## src/rtl/alu_arb_pkg.sv

```systemverilog
// Shared constants and types for the ALU arbiter: data/opcode widths,
// opcode encodings and the sequencer state type.
package alu_arb_pkg;

  localparam int unsigned DATA_W = 16;
  localparam int unsigned OP_W   = 3;

  localparam logic [OP_W-1:0] OP_AND  = 3'b000;
  localparam logic [OP_W-1:0] OP_OR   = 3'b001;
  localparam logic [OP_W-1:0] OP_ADD  = 3'b010;
  localparam logic [OP_W-1:0] OP_SUB  = 3'b011;
  localparam logic [OP_W-1:0] OP_SHL  = 3'b100;
  localparam logic [OP_W-1:0] OP_SHR  = 3'b101;
  localparam logic [OP_W-1:0] OP_ASR  = 3'b110;
  localparam logic [OP_W-1:0] OP_NONE = 3'b111;

  typedef enum logic [1:0] {
    IDLE = 2'd0,
    EXEC = 2'd1,
    RESP = 2'd2
  } state_e;

endpackage

```

## src/rtl/alu_core.sv

```systemverilog
// Purely combinational 16-bit ALU shared by all requesters.
module alu_core
  import alu_arb_pkg::*;
(
  input  logic [DATA_W-1:0] a_i,
  input  logic [DATA_W-1:0] b_i,
  input  logic [OP_W-1:0]   op_i,
  output logic [DATA_W-1:0] y_o
);

  // Opcode decode; add/sub wrap, shifts move by one bit
  always_comb begin
    y_o = '0;
    case (op_i)
      OP_AND:  y_o = a_i & b_i;
      OP_OR:   y_o = a_i | b_i;
      OP_ADD:  y_o = a_i + b_i;
      OP_SUB:  y_o = a_i - b_i;
      OP_SHL:  y_o = {a_i[DATA_W-2:0], 1'b0};
      OP_SHR:  y_o = {1'b0, a_i[DATA_W-1:1]};
      OP_ASR:  y_o = {a_i[DATA_W-1], a_i[DATA_W-1:1]};
      OP_NONE: y_o = '0;
      default: y_o = '0;
    endcase
  end

endmodule

```

## src/rtl/alu_arbiter.sv

```systemverilog
// Round-robin arbiter/sequencer sharing one ALU between NREQ requesters.
// Optional feature: define ALU_ARB_STATS_EN to add per-requester saturating
// grant counters on the stat_grants port.
module alu_arbiter
  import alu_arb_pkg::*;
#(
  parameter int unsigned NREQ = 2
) (
  input  logic                   clk,
  input  logic                   rst_n,
  input  logic [NREQ-1:0]        req_valid,
  output logic [NREQ-1:0]        req_ready,
  input  logic [DATA_W*NREQ-1:0] req_a,
  input  logic [DATA_W*NREQ-1:0] req_b,
  input  logic [OP_W*NREQ-1:0]   req_op,
  output logic [NREQ-1:0]        rsp_valid,
  input  logic [NREQ-1:0]        rsp_ready,
  output logic [DATA_W-1:0]      rsp_data,
  output logic                   busy
`ifdef ALU_ARB_STATS_EN
  ,
  output logic [DATA_W*NREQ-1:0] stat_grants
`endif
);

  localparam int unsigned IDX_W = $clog2(NREQ);
  localparam int unsigned CW    = IDX_W + 1;
  localparam logic [IDX_W-1:0] LAST_IDX = IDX_W'(NREQ - 1);

  state_e            state_q, state_d;
  logic [IDX_W-1:0]  ptr_q, ptr_d;
  logic [IDX_W-1:0]  owner_q, owner_d;
  logic [DATA_W-1:0] a_q, a_d;
  logic [DATA_W-1:0] b_q, b_d;
  logic [OP_W-1:0]   op_q, op_d;
  logic [NREQ-1:0]   rsp_valid_q, rsp_valid_d;
  logic [DATA_W-1:0] rsp_data_q, rsp_data_d;
  logic              busy_q, busy_d;

  logic [DATA_W-1:0] a_arr  [NREQ];
  logic [DATA_W-1:0] b_arr  [NREQ];
  logic [OP_W-1:0]   op_arr [NREQ];

  logic              found_c;
  logic [IDX_W-1:0]  winner_c;
  logic [CW-1:0]     cand_c;
  logic [DATA_W-1:0] alu_out_c;

  // Unpack the flat requester buses
  for (genvar gi = 0; gi < NREQ; gi++) begin : g_unpack
    assign a_arr[gi]  = req_a[DATA_W*gi +: DATA_W];
    assign b_arr[gi]  = req_b[DATA_W*gi +: DATA_W];
    assign op_arr[gi] = req_op[OP_W*gi +: OP_W];
  end

  // Round-robin search starting at ptr, wrapping modulo NREQ
  always_comb begin
    found_c  = 1'b0;
    winner_c = '0;
    cand_c   = '0;
    for (int unsigned k = 0; k < NREQ; k++) begin
      cand_c = {1'b0, ptr_q} + CW'(k);
      if (cand_c >= CW'(NREQ)) cand_c = cand_c - CW'(NREQ);
      if (!found_c && req_valid[cand_c[IDX_W-1:0]]) begin
        found_c  = 1'b1;
        winner_c = cand_c[IDX_W-1:0];
      end
    end
  end

  // Grant is combinational, only while idle
  always_comb begin
    req_ready = '0;
    if (state_q == IDLE && found_c) req_ready[winner_c] = 1'b1;
  end

  alu_core u_alu (
    .a_i  (a_q),
    .b_i  (b_q),
    .op_i (op_q),
    .y_o  (alu_out_c)
  );

  // Sequencer next-state: capture, execute, hold response until consumed
  always_comb begin
    state_d     = state_q;
    ptr_d       = ptr_q;
    owner_d     = owner_q;
    a_d         = a_q;
    b_d         = b_q;
    op_d        = op_q;
    rsp_valid_d = rsp_valid_q;
    rsp_data_d  = rsp_data_q;
    case (state_q)
      IDLE: begin
        if (found_c) begin
          a_d     = a_arr[winner_c];
          b_d     = b_arr[winner_c];
          op_d    = op_arr[winner_c];
          owner_d = winner_c;
          state_d = EXEC;
        end
      end
      EXEC: begin
        rsp_data_d = alu_out_c;
        for (int unsigned i = 0; i < NREQ; i++) begin
          rsp_valid_d[i] = (IDX_W'(i) == owner_q);
        end
        state_d = RESP;
      end
      RESP: begin
        if (rsp_ready[owner_q]) begin
          rsp_valid_d = '0;
          ptr_d       = (owner_q == LAST_IDX) ? '0 : owner_q + IDX_W'(1);
          state_d     = IDLE;
        end
      end
      default: state_d = IDLE;
    endcase
    busy_d = (state_d != IDLE);
  end

  // Sequencer registers
  always_ff @(posedge clk or negedge rst_n) begin
    if (!rst_n) begin
      state_q     <= IDLE;
      ptr_q       <= '0;
      owner_q     <= '0;
      a_q         <= '0;
      b_q         <= '0;
      op_q        <= '0;
      rsp_valid_q <= '0;
      rsp_data_q  <= '0;
      busy_q      <= 1'b0;
    end else begin
      state_q     <= state_d;
      ptr_q       <= ptr_d;
      owner_q     <= owner_d;
      a_q         <= a_d;
      b_q         <= b_d;
      op_q        <= op_d;
      rsp_valid_q <= rsp_valid_d;
      rsp_data_q  <= rsp_data_d;
      busy_q      <= busy_d;
    end
  end

  assign rsp_valid = rsp_valid_q;
  assign rsp_data  = rsp_data_q;
  assign busy      = busy_q;

`ifdef ALU_ARB_STATS_EN
  logic [DATA_W-1:0] grant_cnt_q [NREQ];
  logic [DATA_W-1:0] grant_cnt_d [NREQ];

  // Saturating per-requester acceptance counters
  always_comb begin
    for (int unsigned i = 0; i < NREQ; i++) begin
      grant_cnt_d[i] = grant_cnt_q[i];
      if (req_ready[i] && grant_cnt_q[i] != '1) begin
        grant_cnt_d[i] = grant_cnt_q[i] + DATA_W'(1);
      end
    end
  end

  // Counter registers
  always_ff @(posedge clk or negedge rst_n) begin
    if (!rst_n) begin
      for (int unsigned i = 0; i < NREQ; i++) grant_cnt_q[i] <= '0;
    end else begin
      for (int unsigned i = 0; i < NREQ; i++) grant_cnt_q[i] <= grant_cnt_d[i];
    end
  end

  for (genvar gs = 0; gs < NREQ; gs++) begin : g_stats
    assign stat_grants[DATA_W*gs +: DATA_W] = grant_cnt_q[gs];
  end
`endif

endmodule

```

## config.mk

```make
export PLATFORM = sky130hd
export DESIGN_NAME = alu_arbiter
export DESIGN_NICKNAME = d
export VERILOG_FILES = /design/src/rtl/alu_arb_pkg.sv /design/src/rtl/alu_core.sv /design/src/rtl/alu_arbiter.sv
export SDC_FILE = /design/constraint.sdc
export NUM_CORES = 1
export LEC_CHECK = 0
export BUFFER_PORTS_ARGS = -buffer_cell sky130_fd_sc_hd__buf_4
export CORE_MARGIN = 5
export CORE_UTILIZATION = 35
export CTS_BUF_LIST = sky130_fd_sc_hd__clkbuf_2 sky130_fd_sc_hd__clkbuf_4 sky130_fd_sc_hd__clkbuf_8
export CTS_CLUSTER_DIAMETER = 60
export DETAILED_ROUTE_END_ITERATION = 8
export HOLD_SLACK_MARGIN = 0.12
export PLACE_DENSITY = 0.67
export SYNTH_ARGS = -nofsm -noshare
export SYNTH_HDL_FRONTEND = slang
export SYNTH_SLANG_ARGS = --single-unit
```

## constraint.sdc

```tcl
create_clock -name clk -period 3.76 [get_ports clk]
set_input_delay 0.376 -clock clk [delete_from_list [all_inputs] [get_ports clk]]
set_output_delay 0.376 -clock clk [all_outputs]
set_load 0.005 [all_outputs]
```

==> summary.md <==
| Metric | Value |
|---|---|
| Synth Net Count | `567` |
| Fin Clk Skew | `0.00965 ns` |
| Crit-path cells | `nor2_1 > nand2_1 > o21ai_0 > inv_1 > ha_1 > nor2b_1 > o31ai_1 > a21boi_0 > o21ai_0 > a211oi_1 > a2111oi_0 > buf_4 > nor2_1` |
| Average instance area after synthesis | `8.56 sq um` |
| Hold Path Sink | `a_q[2]` |
| Reg2Reg Launch Point | `op_q[2]` |
| Peak supply drop | `0.000381 V` |
| Core Footprint | `0.0114 sq mm` |
| Share of power burned in registers | `0.241` |
| Die H | `117 microns` |
| Clock network fraction of design power | `0.123` |
| Residual DRC | `0` |
| Period Utilization, post-route | `0.900` |
| Switching fraction of total power | `0.483` |
| Hold Crit Class | `in2reg` |
| Area growth from synthesis to final layout | `28.9%` |
| First-pass iteration count of the detailed router | `9` |
| Minimum clock period | `3.38 ns` |
| CP bufs+invs | `2` |
| Worst path top cell family by delay | `compound AO/OA/AOI/OAI gates` |
| Number of unique standard cell types used by synthesis | `56` |
| Total Die Area | `0.0138 sq mm` |
| Final count of pins violating max slew | `0` |
| Root Buffer | `clkbuf_8` |
| Combinational power share | `0.636` |
| Overflow left after global routing | `0` |
| CTS Buffer Depth | `2` |
| Actual transition at the worst max-transition pin | `0.832 ns` |
| Sequential cell area fraction in the yosys report | `0.359` |
| Element type at the critical path start | `flop` |
| I/O pins | `97` |
| Sw Pwr | `2.87 mW` |
| Clock tree from TritonCTS | `done` |
| RSZ-0062 raised after global routing | `no` |
| Flop and latch count out of synthesis | `58` |
| Hold Slack | `0.228 ns` |
| Post-detailed-route count of antenna-violating nets | `0` |
| Effective utilization at floorplan | `0.356` |
| Setup TNS | `0 ns` |
| Primary FF master, synth | `dfrtp_1` |
| Placer congestion estimate | `0.961` |
| Total clock buffers created by CTS | `9` |
| Result of the run | `finished clean` |
| Insertion delay of the later-clocked pin in the worst-skew pair | `0.35 ns` |
| Wirelength per Cell | `17.9 microns` |
| Maximum number of pins on one net before global-route repair | `59` |
| Worst-case reg-to-reg path depth | `13` |
| Worst hold path depth | `3` |
| Achievable clock frequency | `296 MHz` |
| Placement Rows | `39` |
| Arrival time of data at the critical path endpoint | `3.63 ns` |
| Post-DP HPWL | `9630 microns` |
| Type of the worst setup path | `reg2reg` |
| Internal reg-to-reg setup slack | `0.38 ns` |
| Cell internal pwr | `3.07 mW` |
| Synthesized cell area | `0.00404 sq mm` |
| Number of synthesized flops with an enable pin | `0` |
| Maximum level of the CTS H-tree | `3` |
| Final antenna diode count | `0` |
| Synthesis Warnings | `0` |
| Overall Global Routing Usage | `0.180` |
| Asr flop ratio synth | `1.00` |
| Count of endpoints failing hold in the final timing report | `0` |
| Antenna violations before repair | `0` |
| Highest net fanout along the worst path | `11` |
| Reg-to-Reg End | `rsp_data[7]` |
| Vias per std cell | `5.79` |
| Overall die width | `117 microns` |
| Global-route wire length before repair | `20,500 microns` |
| Number of DRC violations after detailed-routing iteration 0 | `407` |
| Synth Instances | `472` |
| Port buffer count | `96` |
| Vias in the first global route | `3,896` |
| CP max stage cell | `dfrtp_1` |
| Total wire length | `12,800 microns` |
| Total setup violations reported at the end of the flow | `0` |
| Capturing element type of the critical path | `flop` |
| Data required time of the worst path | `4.01 ns` |
| P per Cell Area | `1140 mW/mm^2` |
| Leakage power | `2.51 nW` |
| Number of sinks driven by the clock tree | `58` |
| Fraction of layout instances using a drive strength above 1 | `0.243` |
| Maxcap violations | `0` |
| Nets@finish | `661` |
| Hold Path Origin | `req_a[18]` |
| Largest incremental delay on the critical path | `0.50 ns` |
| Remaining max-slew budget at the tightest pin | `0.445` |
| Via count of the routed design | `4,132` |
| Clock slew at reported path FFs | `0.08 ns` |
registers in the layout, indices dropped and copies added, names as in the netlist:
signal and flops:
state_q 2, busy 1, op_q 3, owner_q 1
rsp_valid 2, b_q 16, rsp_data 16, a_q 16
ptr_q 1
synth_stat cells (3+ instances only):
cell | count | area, sq um
dfrtp_1 | 58 | 1450
inv_1 | 45 | 169
nor2_1 | 43 | 161
a21oi_1 | 41 | 205
a222oi_1 | 37 | 370
o21ai_0 | 34 | 170
nand2_1 | 33 | 124
clkbuf_1 | 24 | 90.1
ha_1 | 18 | 225
xor2_1 | 14 | 123
xnor2_1 | 10 | 87.6
a211oi_1 | 7 | 52.6
nor2b_1 | 7 | 43.8
nor3_1 | 7 | 35.0
o211ai_1 | 7 | 52.6
o31ai_1 | 7 | 52.6
nand2b_1 | 6 | 37.5
a21o_1 | 5 | 37.5
mux2i_1 | 5 | 50.1
o21a_1 | 5 | 37.5
and2_1 | 4 | 25.0
nand3_1 | 4 | 20.0
nor4_1 | 4 | 25.0
o22ai_1 | 4 | 25.0
a31oi_1 | 3 | 18.8
buf_1 | 3 | 11.3
how the worst max path moves through the flow:
| stage | startpoint | end | depth (start not counted) |
|---|---|---|---|
| 4_1_cts | b_q[4] | rsp_data[15] | 12 |
| 5_1_grt | op_q[2] | rsp_data[6] | 13 |
| 3_3_place_gp | op_q[2] | rsp_data[7] | 13 |
| 2_1_floorplan | op_q[1] | rsp_data[11] | 15 |
| 3_5_place_dp | b_q[2] | rsp_data[15] | 12 |
| 6_report | op_q[2] | rsp_data[7] | 13 |
worst min-delay path, delay by kind of cell:
family / cells / cell delay (ns)
buffers and inverters: 2 / 0.13
AO/OA/AOI/OAI: 1 / 0.05
power by group through the flow:
stage	combinational [mW]	sequential (mW)	clock (mW)
detailed placement	3.73	1.43	0
finish	3.77	1.43	0.733
global route	4.18	1.48	0.777
global placement	3.70	1.41	0
floorplan	2.77	1.22	0
CTS	3.76	1.42	0.744
repair_timing:
item | CTS | global route
resized for setup | 0 | 1
buffers inserted | 0 | 0
hold endpoints to repair | 52 | 0
hold buffers | 1 | 0
endpoints found under the setup margin | 0 | 1
per-stage QoR:
step | util | setup WS [ns] | power, mW | area, sq um | std cells
4_1_cts | 0.458 | 0.337 | 5.92 | 5200 | 714
3_3_place_gp | 0.435 | 0.355 | 5.11 | 4940 | 697
2_1_floorplan | - | 0.411 | 3.99 | 4040 | 472
6_report | 0.458 | 0.377 | 5.94 | 5210 | 714
3_5_place_dp | 0.435 | 0.406 | 5.16 | 4940 | 697
5_1_grt | 0.458 | 0.105 | 6.44 | 5210 | 714
cell usage in the layout, fill, tap and decap left out, types with 9 or more instances in the layout:
cell type    n
o21ai_0     33
xor2_1      14
buf_4      111
xnor2_1     10
nor2_1      43
ha_1        18
clkbuf_8     9
a21oi_1     40
a222oi_1    37
inv_1       45
dfrtp_1     58
nand2_1     33
routing by layer:
layer,share of wire,global-route usage,wire length (microns)
met4,0.029,0.0681,365
met3,0.059,0.0317,754
met2,0.49,0.292,6290
met5,0,0,0
met1,0.42,0.241,5370
cell type report:
class	count	area (sq um)
Sequential cell	58	1450
Fill cell	1119	6160
Clock buffer	9	124
Timing Repair Buffer	112	843
Tap cell	143	179
Inverter	45	169
Clock inverter	7	125
Multi-Input combinational cell	340	2320
cell families (layout without fill, tap and decap cells):
logic type / after synthesis / count (layout) / synth area share
compound gates: 172 / 172 / 0.305
simple gates: 118 / 118 / 0.135
mux: 6 / 6 / 0.0152
xor+xnor: 24 / 24 / 0.0520
buf+inv: 74 / 173 / 0.0709
fa+ha+maj: 20 / 20 / 0.0631
flops: 58 / 58 / 0.359
Power figures use the tool's default switching activity.
